<file path="src/rtl/commit_pkg.sv">
// Shared constants, entry-kind tags and state encoding for the in-order commit controller.
package commit_pkg;
    localparam int IDX_W_DEF = 5;
    localparam int XLEN_DEF  = 32;

    localparam logic [1:0] TAG_ALU = 2'b00;
    localparam logic [1:0] TAG_BR  = 2'b01;
    localparam logic [1:0] TAG_JMP = 2'b10;
    localparam logic [1:0] TAG_ST  = 2'b11;

    typedef enum logic [1:0] {
        IDLE    = 2'd0,
        ST_WAIT = 2'd1,
        FLUSH   = 2'd2
    } state_t;

    // ALU results and jump link values both land in the register file.
    function automatic logic tag_writes_rf(input logic [1:0] tag);
        return (tag == TAG_ALU) || (tag == TAG_JMP);
    endfunction

    function automatic logic tag_can_redirect(input logic [1:0] tag);
        return (tag == TAG_BR) || (tag == TAG_JMP);
    endfunction
endpackage

</file>
<file path="src/rtl/commit_ctrl.sv">
// In-order retirement: pops the ROB head, writes the register file one cycle later,
// holds stores until memory acks, and raises a one-cycle flush with redirect PC on mispredicts.
module commit_ctrl
    import commit_pkg::*;
#(
    parameter int IDX_W = IDX_W_DEF,
    parameter int XLEN  = XLEN_DEF
) (
    input  logic             clk,
    input  logic             rst_n,
    input  logic             rdy,
    input  logic             commit_en_i,
    input  logic [IDX_W-1:0] commit_id_i,
    input  logic [4:0]       commit_regaddr_i,
    input  logic [XLEN-1:0]  commit_data_i,
    input  logic [XLEN-1:0]  commit_pc_i,
    input  logic [1:0]       commit_branch_tag_i,
    input  logic             commit_cond_i,
    output logic             commit_rdy_o,
    output logic             rf_we_o,
    output logic [4:0]       rf_waddr_o,
    output logic [XLEN-1:0]  rf_wdata_o,
    output logic [IDX_W-1:0] rf_wid_o,
    output logic             st_req_o,
    output logic [IDX_W-1:0] st_id_o,
    input  logic             st_ack_i,
    output logic             flush_o,
    output logic [XLEN-1:0]  redirect_pc_o,
    output logic [31:0]      retired_cnt_o,
    output logic [15:0]      flush_cnt_o
);

    state_t           state_q, state_d;
    logic             pop;
    logic             rf_we_q, rf_we_d;
    logic [4:0]       rf_waddr_q, rf_waddr_d;
    logic [XLEN-1:0]  rf_wdata_q, rf_wdata_d;
    logic [IDX_W-1:0] rf_wid_q, rf_wid_d;
    logic             st_req_q, st_req_d;
    logic [IDX_W-1:0] st_id_q, st_id_d;
    logic             flush_q, flush_d;
    logic [XLEN-1:0]  redirect_q, redirect_d;
    logic [31:0]      retired_q, retired_d;
    logic [15:0]      flush_cnt_q, flush_cnt_d;

    always_comb begin
        state_d     = state_q;
        pop         = 1'b0;
        rf_we_d     = 1'b0;
        rf_waddr_d  = rf_waddr_q;
        rf_wdata_d  = rf_wdata_q;
        rf_wid_d    = rf_wid_q;
        st_req_d    = st_req_q;
        st_id_d     = st_id_q;
        flush_d     = 1'b0;
        redirect_d  = redirect_q;

        if (rdy) begin
            unique case (state_q)
                IDLE: begin
                    if (commit_en_i) begin
                        if (commit_branch_tag_i == TAG_ST) begin
                            st_req_d = 1'b1;
                            st_id_d  = commit_id_i;
                            state_d  = ST_WAIT;
                        end else begin
                            pop = 1'b1;
                            if (tag_writes_rf(commit_branch_tag_i) && (commit_regaddr_i != 5'd0)) begin
                                rf_we_d    = 1'b1;
                                rf_waddr_d = commit_regaddr_i;
                                rf_wdata_d = commit_data_i;
                                rf_wid_d   = commit_id_i;
                            end
                            if (tag_can_redirect(commit_branch_tag_i) && commit_cond_i) begin
                                flush_d    = 1'b1;
                                redirect_d = commit_pc_i;
                                state_d    = FLUSH;
                            end
                        end
                    end
                end
                ST_WAIT: begin
                    if (st_ack_i) begin
                        pop      = 1'b1;
                        st_req_d = 1'b0;
                        state_d  = IDLE;
                    end
                end
                // The head bundle is stale while the ROB clears, so it is never looked at here.
                FLUSH:   state_d = IDLE;
                default: state_d = IDLE;
            endcase
        end

        retired_d   = retired_q + 32'(pop);
        flush_cnt_d = (flush_d && (flush_cnt_q != 16'hFFFF)) ? flush_cnt_q + 16'd1 : flush_cnt_q;
    end

    assign commit_rdy_o = pop && rst_n;

    always_ff @(posedge clk or negedge rst_n) begin
        if (!rst_n) begin
            state_q     <= IDLE;
            rf_we_q     <= 1'b0;
            rf_waddr_q  <= '0;
            rf_wdata_q  <= '0;
            rf_wid_q    <= '0;
            st_req_q    <= 1'b0;
            st_id_q     <= '0;
            flush_q     <= 1'b0;
            redirect_q  <= '0;
            retired_q   <= '0;
            flush_cnt_q <= '0;
        end else if (rdy) begin
            state_q     <= state_d;
            rf_we_q     <= rf_we_d;
            rf_waddr_q  <= rf_waddr_d;
            rf_wdata_q  <= rf_wdata_d;
            rf_wid_q    <= rf_wid_d;
            st_req_q    <= st_req_d;
            st_id_q     <= st_id_d;
            flush_q     <= flush_d;
            redirect_q  <= redirect_d;
            retired_q   <= retired_d;
            flush_cnt_q <= flush_cnt_d;
        end
    end

    assign rf_we_o       = rf_we_q;
    assign rf_waddr_o    = rf_waddr_q;
    assign rf_wdata_o    = rf_wdata_q;
    assign rf_wid_o      = rf_wid_q;
    assign st_req_o      = st_req_q;
    assign st_id_o       = st_id_q;
    assign flush_o       = flush_q;
    assign redirect_pc_o = redirect_q;
    assign retired_cnt_o = retired_q;
    assign flush_cnt_o   = flush_cnt_q;

endmodule

</file>
<file path="config.mk">
export PLATFORM = sky130hd
export DESIGN_NAME = commit_ctrl
export DESIGN_NICKNAME = d
export VERILOG_FILES = /design/src/rtl/commit_pkg.sv /design/src/rtl/commit_ctrl.sv
export SDC_FILE = /design/constraint.sdc
export NUM_CORES = 1
export LEC_CHECK = 0
export CAP_MARGIN = 0
export CORE_UTILIZATION = 44
export DETAILED_ROUTE_END_ITERATION = 8
export GPL_ROUTABILITY_DRIVEN = 1
export MAX_ROUTING_LAYER = met4
export PLACE_DENSITY = 0.89
export SYNTH_ARGS = -nofsm -noshare
export SYNTH_HDL_FRONTEND = slang
export SYNTH_SLANG_ARGS = --single-unit
</file>
<file path="constraint.sdc">
create_clock -name clk -period 2.8 [get_ports clk]
set_clock_uncertainty 0.2 [all_clocks]
set_input_delay 0.56 -clock clk [delete_from_list [all_inputs] [get_ports clk]]
set_output_delay 0.56 -clock clk [all_outputs]
set_load 0.02 [all_outputs]
</file>
== Word-level counts from Yosys, hierarchy flattened ==
Index checks and enable logic that the tools add are counted.

* Muxes and demuxes: 23
* Magnitude comparators: 0
* Multiply operators: 0
* Equality and inequality tests: 9
* Bitwise logic cells: 1
* Divide/modulo/power cells: 0
* Reductions and logical operators: 16
* $add $sub $neg: 2
* Shift-type cells: 0

{| class="wikitable"
|+ Operators by type and width
! operator !! count
|-
| $add A32 B1 Y32 || 1
|-
| $add A16 B1 Y16 const B || 1
|-
| $mux W1 || 16
|-
| $ne A16 B16 Y1 const B || 1
|-
| $reduce_and A5 Y1 || 3
|-
| $mux W2 || 4
|-
| $reduce_and A4 Y1 || 2
|-
| $ne A2 B2 Y1 const B || 3
|-
| $reduce_bool A5 Y1 || 1
|-
| $eq A2 B1 Y1 const B || 2
|-
| $eq A2 B2 Y1 const B || 2
|-
| $logic_and A1 B1 Y1 || 4
|-
| $logic_not A2 Y1 || 2
|-
| $pmux W1 S2 || 2
|-
| $pmux W2 S2 || 1
|-
| $ne A3 B3 Y1 const B || 1
|-
| $logic_or A1 B1 Y1 || 2
|-
| $reduce_and A2 Y1 || 1
|-
| $reduce_bool A2 Y1 || 1
|-
| $not A1 Y1 || 1
|}

* ROM bits: 0
* Word-level logic and storage cells: 62
* Latch bits: 0
* Flip-flop bits (word level): 132
* Input port bits: 82
* Output and inout bits: 131
* Memories: 0
* RAM bits: 0

== Depth between registers and ports, before layout ==
Gate-level depths: netlist (run 1).

* Word-level depth: 10
* Depth in mapped cells: 11
* Depth with buffers taken out: 10

== Worst setup path after synthesis (run 1) ==
Ideal clock, no wire load.

* Path kind: input to register
* Start: input port commit_branch_tag_i[0]
* End: register retired_q[29], in the netlist retired_cnt_o[29]
* Path buffers: 1
* Library setup time: 129 ps
* Required time: 2,471 ps
* Setup slack: 31 ps
* Arrival time: 2,440 ps
* Stages: 11
* Cell sequence: ha_1 -> nor3b_1 -> a21oi_1 -> nor3_1 -> ha_1 -> nand2_1 -> nor4_1 -> and2_1 -> clkbuf_1 -> nand4_1 -> xnor2_1

* Word-level cells in the longest chain between the ends: 6

{| class="wikitable"
|+ RTL lines
! item !! RTL line !! source
|-
| start: declaration || commit_ctrl.sv:17 || <nowiki>input logic [1:0] commit_branch_tag_i,</nowiki>
|-
| $eq A2 B2 Y1 || commit_ctrl.sv:62 || <nowiki>if (commit_branch_tag_i == TAG_ST) begin</nowiki>
|-
| $mux W1 || commit_ctrl.sv:62 ||
|-
| $mux W1 || commit_ctrl.sv:61 || <nowiki>if (commit_en_i) begin</nowiki>
|-
| $pmux W1 S2 || commit_ctrl.sv:59 || <nowiki>unique case (state_q)</nowiki>
|-
| $mux W1 || commit_ctrl.sv:58 || <nowiki>if (rdy) begin</nowiki>
|-
| $add A32 B1 Y32 || commit_ctrl.sv:95 || <nowiki>retired_d = retired_q + 32'(pop);</nowiki>
|-
| end signal: assignment || commit_ctrl.sv:124 || <nowiki>retired_q <= retired_d;</nowiki>
|-
| end: declaration || commit_ctrl.sv:43 || <nowiki>logic [31:0] retired_q, retired_d;</nowiki>
|}

No other way between the ends.
A chain may end at the register's enable or synchronous reset.

== Final worst setup path (run 1) ==
* Start: input port commit_en_i
* End: register retired_q[24], in the netlist retired_cnt_o[24]

* Word-level cells in the longest chain between the ends: 4

{| class="wikitable"
|+ RTL lines
! item !! RTL line !! source
|-
| start: declaration || commit_ctrl.sv:12 || <nowiki>input logic commit_en_i,</nowiki>
|-
| $mux W1 || commit_ctrl.sv:61 ||
|-
| $pmux W1 S2 || commit_ctrl.sv:59 ||
|-
| $mux W1 || commit_ctrl.sv:58 ||
|-
| $add A32 B1 Y32 || commit_ctrl.sv:95 ||
|}

No other way between the ends.

==> flow_summary.yaml, run 1 <==
sta:
  period_minus_slack_ns: 2.64
  rsz0062_at_grt: "false"
  worst_pin_slew_ns: 0.708
  fin_crit_sh_pct: 94.3
  setup_viol_count_final: 0
  report.final.hold_viol_count: 0
  max_freq_mhz: 379
  maxSlewHeadroom_pct: 52.8
  drv_slew: 0
  finalSetupTns_ns: 0
die:
  core_area_um2: 12100
  rows: 40
  die_area_um2: 12800
  start_util_pct: 45.1
  ios: 213
  fp.dieW_um: 113
  fp.dieH_um: 113
routing:
  drt_iter0_drc: 223
  wire_per_inst_um: 17.0
  dr.pass1.iters: 4
  routed_wl_um: 14000
  via_count: 4135
  viasPerCell: 5.04
  drtAntennaViolNets: 0
  drc: 0
setup_path:
  crit_type: "in -> reg"
  reg2reg_depth: 11
  cp-end-kind: "flip-flop"
  cp_max_fo: 4
  cp.arrival_ns: 2.74
  rrSetupSlack_ns: 0.31
  crit_required_ns: 2.90
  critPathLaunchType: "input pin"
  reg2reg_to: "retired_cnt_o[24]"
  r2r-start: "state_q[0]"
cells_and_area:
  fin_area_um2: 8530
  nFillCells: 811
  n_antenna_cell: 0
  areaGrowthSynthToFinish_pct: 56.7
  instances_no_fill: 820
  drive_above_1_share_pct: 23.6
  post-route-util_pct: 70.7
  finalNetCount: 728
pwr:
  power_density_nw_per_um2: 790
  max-vdd-ir-drop_uv: 492
  p_switching_mw: 2.07
  p_seq_share_pct: 38.6
  power_frac_comb_pct: 31.1
  clockPowerShare_pct: 30.4
  p_leak_nw: 3.75
  p_int_mw: 4.67
  swShare_pct: 30.7
place:
  dp.cells: 788
  place_congestion: 0.848
  hpwl_um: 9810
  port_buffers: 212
  dpl_cell_area_um2: 7920
clocking:
  numCtsBuffers: 17
  tritoncts: "yes"
  cts_max_level: 4
  clkTransAtPathRegs_ns: 0.05
  ctsLongestPathBuffers: 2
  cts_setup_buffers: 0
  cts_root_buf: "clkbuf_16"
  clock_latency_ns: 0.41
  cts_sinks: 132
logic_synthesis:
  syn_avg_cell_area_um2: 13.8
  yosysWarnings: 0
  synth_edf_count: 0
  synth_cells: 394
  async_flop_share_pct: 100
  synth-seq-cells: 132
  synth_ff_type: "dfrtp_1"
  yosysSeqAreaShare_pct: 60.7
  synth_cell_types: 35
  syn_area_um2: 5450
  syn_nets: 483
grt:
  grt_overflow_total: 0
  grt_antenna_before_repair: 0
  groute.usage.overall_pct: 23.1
  grt_pass1_vias: 4367
  grt_pass1_wl_um: 21800
  grt_max_degree: 133
worst_hold_path:
  hold_class: "in -> async"
status:
  outcome: "complete, no violations"
flow_run:
  drv_cap: 0
## routing by layer
layer	wire length [µm]	vias to the layer above	global-route usage (%)
li1	-	1903	-
met1	5500	2028	25.6
met3	874	30	7.12
met2	7230	174	38.0
met5	0	-	-
met4	351	0	11.0
## power groups by stage
stage / registers (mW) / logic (mW) / clock network, mW
2_1_floorplan: 3.10 / 0.419 / 0
3_3_place_gp: 2.58 / 2.04 / 0
3_5_place_dp: 2.62 / 2.08 / 0
4_1_cts: 2.60 / 2.10 / 2.08
5_1_grt: 2.65 / 2.19 / 2.17
6_report: 2.60 / 2.09 / 2.05
## area by class of cell
type | instances | area (µm²) | area share, %
multi-input combinational | 244 | 2100 | 24.6
sequential | 132 | 3300 | 38.7
tap | 168 | 210 | 2.46
clock inverter | 11 | 77.6 | 0.909
clock buffer | 21 | 480 | 5.63
timing repair buffer | 237 | 2330 | 27.3
inverter | 7 | 26.3 | 0.308
## sequential cells by signal, summed over array words and instances, names as in the netlist
signal,cells
redirect_pc_o,32
flush_o,1
state_q,2
st_req_o,1
rf_wid_o,5
rf_waddr_o,5
rf_we_o,1
rf_wdata_o,32
retired_cnt_o,32
flush_cnt_o,16
st_id_o,5
## repair_timing
action / CTS / global route
endpoints found under the setup margin: 11 / 16
hold buffers: 0 / 0
pin swaps: 0 / 5
cloned: 0 / 0
gates resized for setup: 7 / 12
## per-stage QoR
stage / setup WS, ns / power [mW] / hold slack, ns
2_1_floorplan: 0.0313 / 3.52 / 0.0644
3_3_place_gp: -0.447 / 4.62 / 0.268
3_5_place_dp: -0.503 / 4.69 / 0.281
4_1_cts: 0.00483 / 6.78 / 0.142
5_1_grt: 0.0514 / 7.01 / 0.193
6_report: 0.161 / 6.74 / 0.0808
## worst max path at each step
| stage | startpoint | end | slack (ns) |
|---|---|---|---|
| floorplan | commit_branch_tag_i[0] | retired_cnt_o[29] | 0.03 |
| finish | commit_en_i | retired_cnt_o[24] | 0.16 |
| detailed placement | commit_branch_tag_i[0] | retired_cnt_o[29] | -0.50 |
| CTS | commit_branch_tag_i[0] | commit_rdy_o | 0.005 |
| global placement | commit_branch_tag_i[0] | retired_cnt_o[31] | -0.45 |
| global route | commit_en_i | retired_cnt_o[29] | 0.05 |
## cells in the mapped netlist, types with 4 or more instances
| cell | n | area [µm²] |
|---|---|---|
| nand4_1 | 15 | 93.8 |
| ha_1 | 7 | 87.6 |
| xnor2_1 | 27 | 236 |
| dfrtp_1 | 132 | 3300 |
| nor4_1 | 4 | 25.0 |
| buf_2 | 5 | 25.0 |
| xor2_1 | 17 | 149 |
| nand2_1 | 22 | 82.6 |
| and3_1 | 9 | 56.3 |
| nor3_1 | 6 | 30.0 |
| mux2_2 | 79 | 890 |
| inv_1 | 7 | 26.3 |
| o21ai_0 | 5 | 25.0 |
| nor2_1 | 9 | 33.8 |
| and4_1 | 4 | 35.0 |
| nand3_1 | 17 | 85.1 |
## placed cells by master, fill, tap and decap left out, drive strengths merged
cell type      count
clkdlybuf4s50    208
dfrtp            132
mux2              81
xnor2             27
buf               27
nand2             22
clkbuf            21
nand3             17
xor2              17
nand4             15
nor2              10
and3               9
inv                8
ha                 7
clkinvlp           6
nor3               6
nor4               6
o21ai              5
and4               4
clkinv             4
nor3b              3
nand3b             2
o21a               2
dlymetal6s2s       2
a21oi              2
and2               2
or4                2
or3                1
or2                1
nand2b             1
nor4b              1
a21o               1
## worst max-delay path, cell delays in order
cell and delay [ns]:
clkdlybuf4s50_1 0.48, nor3b_2 0.18, a21oi_2 0.06, nor3_2 0.25
buf_4 0.17, ha_4 0.15, ha_1 0.18, nand2_2 0.10
nor3b_1 0.22, buf_4 0.15, nand4_1 0.11, xnor2_1 0.14
## cells by family after synthesis
kind of cell / count (synthesis) / synth area share [%]
DFF: 132 / 60.7
and+or+nand+nor: 102 / 11.1
AOI/OAI and AO/OA: 10 / 1.06
adders and majority gates: 7 / 1.61
xor gates and xnor gates: 44 / 7.08
buffers and inverters: 18 / 1.77
muxes: 81 / 16.8
(Power assumes the default switching activity.)
==> inputs of run 2 (changes only) <==
--- a/config.mk
+++ b/config.mk
@@ -5,12 +5,13 @@
 export SDC_FILE = /design/constraint.sdc
 export NUM_CORES = 1
 export LEC_CHECK = 0
-export CAP_MARGIN = 0
-export CORE_UTILIZATION = 44
+export CAP_MARGIN = 10
+export CORE_UTILIZATION = 55
 export DETAILED_ROUTE_END_ITERATION = 8
+export DONT_BUFFER_PORTS = 1
 export GPL_ROUTABILITY_DRIVEN = 1
 export MAX_ROUTING_LAYER = met4
-export PLACE_DENSITY = 0.89
+export PLACE_DENSITY = 0.78
 export SYNTH_ARGS = -nofsm -noshare
 export SYNTH_HDL_FRONTEND = slang
 export SYNTH_SLANG_ARGS = --single-unit
==> run 2 against run 1 <==
- the flow now finishes with violations (hold timing)
- largest power group unchanged
- clock power up 15%
- routed wire length shrank 9.2%
- worst setup slack worse by 0.010 ns
==> flow_summary.yaml, run 2 (same netlist as run 1, synthesis figures left out) <==
grt:
  grt_pass1_vias: 3853
  grt_pass1_wl_um: 19600
  groute.usage.overall_pct: 26.5
  grt_max_degree: 134
  grt_overflow_total: 0
  grt_antenna_before_repair: 0
clocking:
  cts_setup_buffers: 0
  cts_sinks: 132
  ctsLongestPathBuffers: 2
  cts_max_level: 4
  numCtsBuffers: 17
  clkTransAtPathRegs_ns: 0.07
  clock_latency_ns: 0.50
  cts_root_buf: "clkbuf_8"
  hold_buffers: 74
  cts_resized: 0
  tritoncts: "yes"
die:
  fp.dieW_um: 102
  rows: 35
  ios: 213
  start_util_pct: 57.8
  core_area_um2: 9420
  fp.dieH_um: 102
  die_area_um2: 10300
status:
  violations: "hold timing"
  outcome: "finished with violations"
setup_path:
  reg2reg_depth: 9
  critPathSlowestCell: "dfrtp_1"
  crit_required_ns: 2.04
  cp-end-kind: "output port"
  max_stage_delay_ns: 0.44
  critical_path.cell_chain: "nor3b_1 > a21oi_1 > nor3_1 > buf_4 > and2_1"
  cp_max_fo: 7
  critPathLaunchType: "flip-flop"
  crit_type: "reg -> out"
  cp.arrival_ns: 1.89
sta:
  period_minus_slack_ns: 2.65
  max_freq_mhz: 377
  setup_viol_count_final: 0
  hold_ws_ns: -0.462
  rsz0062_at_grt: "false"
  maxSlewHeadroom_pct: 68.7
  fin_crit_sh_pct: 94.6
  drv_slew: 0
  report.final.hold_viol_count: 132
  worst_pin_slew_ns: 0.467
routing:
  via_count: 3511
  dr.pass1.iters: 5
  drt_iter0_drc: 83
  drtAntennaViolNets: 0
  routed_wl_um: 12700
  drc: 0
  viasPerCell: 5.57
  wire_per_inst_um: 20.1
cells_and_area:
  n_antenna_cell: 0
  instances_no_fill: 630
  areaGrowthSynthToFinish_pct: 29.0
  drive_above_1_share_pct: 26.1
  fin_area_um2: 7030
  layout_common_cells: "dfrtp_1, mux2_2, dlygate4sd3_1"
  final_common_cell: "dfrtp_1"
  finalNetCount: 577
  post-route-util_pct: 74.6
place:
  port_buffers: 0
  place_congestion: 0.823
  dpl_cell_area_um2: 5650
  dp.cells: 524
  hpwl_um: 8000
pwr:
  power_density_nw_per_um2: 877
  p_leak_nw: 3.19
  max-vdd-ir-drop_uv: 626
flow_run:
  drv_cap: 0
worst_hold_path:
  hold_class: "in -> async"
[run 2: cell types whose count changed in the layout (fill, tap and decap cells not counted), moves of 2 or more]
cell / delta
dlymetal6s2s_1: -2
bufinv_16: +4
ha_1: +2
dlygate4sd3_1: +74
clkinv_2: -3
nand2_1: +2
clkbuf_8: -3
inv_8: +2
clkdlybuf4s50_1: -208
inv_6: +4
buf_4: -14
clkinvlp_4: -4
[run 2: worst paths after layout]
check	startpoint	endpoint	slack (ns)
worst min-delay path	rst_n	rf_wdata_o[28]	-0.46
worst min register to register	state_q[1]	state_q[1]	0.38
worst max register to register	state_q[0]	retired_cnt_o[29]	0.20
min in group clk	rdy	retired_cnt_o[2]	0.03
max in group asynchronous	rst_n	retired_cnt_o[31]	2.62
worst max-delay path	state_q[0]	commit_rdy_o	0.15
[run 2: area by class of cell]
class                   count  area (µm²)
clock buffers              17         414
clock inverters            15         219
fillers                   599        2390
inverters                   7        26.3
multi-input cells         244        2050
flip-flops and latches    132        3300
well taps                 129         161
repair buffers             86         856
[run 2: power breakdown]
part | leakage, nW | switching, mW | total [mW] | internal, mW
clock | 0.304 | 0.880 | 2.36 | 1.48
sequential | 1.68 | 0.899 | 3.22 | 2.32
combinational | 1.21 | 0.189 | 0.587 | 0.398
total | 3.19 | 1.97 | 6.16 | 4.19
[run 2: worst max-delay path: cells and delay by family, from the launching register on]
family,cells,cell delay (ns)
AOI/OAI and AO/OA,1,0.07
buffers and inverters,1,0.16
DFF,1,0.44
and+or+nand+nor,3,0.72
[run 2: per-stage QoR]
stage          total power, mW  TNS (ns)  hold slack [ns]  setup WS (ns)
4_1_cts                   6.18         0           -0.484          0.110
3_3_place_gp              3.67         0           0.0665         0.0137
2_1_floorplan             3.52         0           0.0644         0.0313
3_5_place_dp              3.72    -0.272           0.0664        -0.0973
5_1_grt                   6.39         0           -0.489         0.0425
6_report                  6.16         0           -0.462          0.150
[run 2: routing by layer]
metal	vias to the layer above	share of wire, %	track usage (%)
li1	1578	-	-
met1	1763	37	28.1
met2	146	54	44.9
met3	24	6.9	9.18
met4	0	2.0	11.4
met5	-	0	-
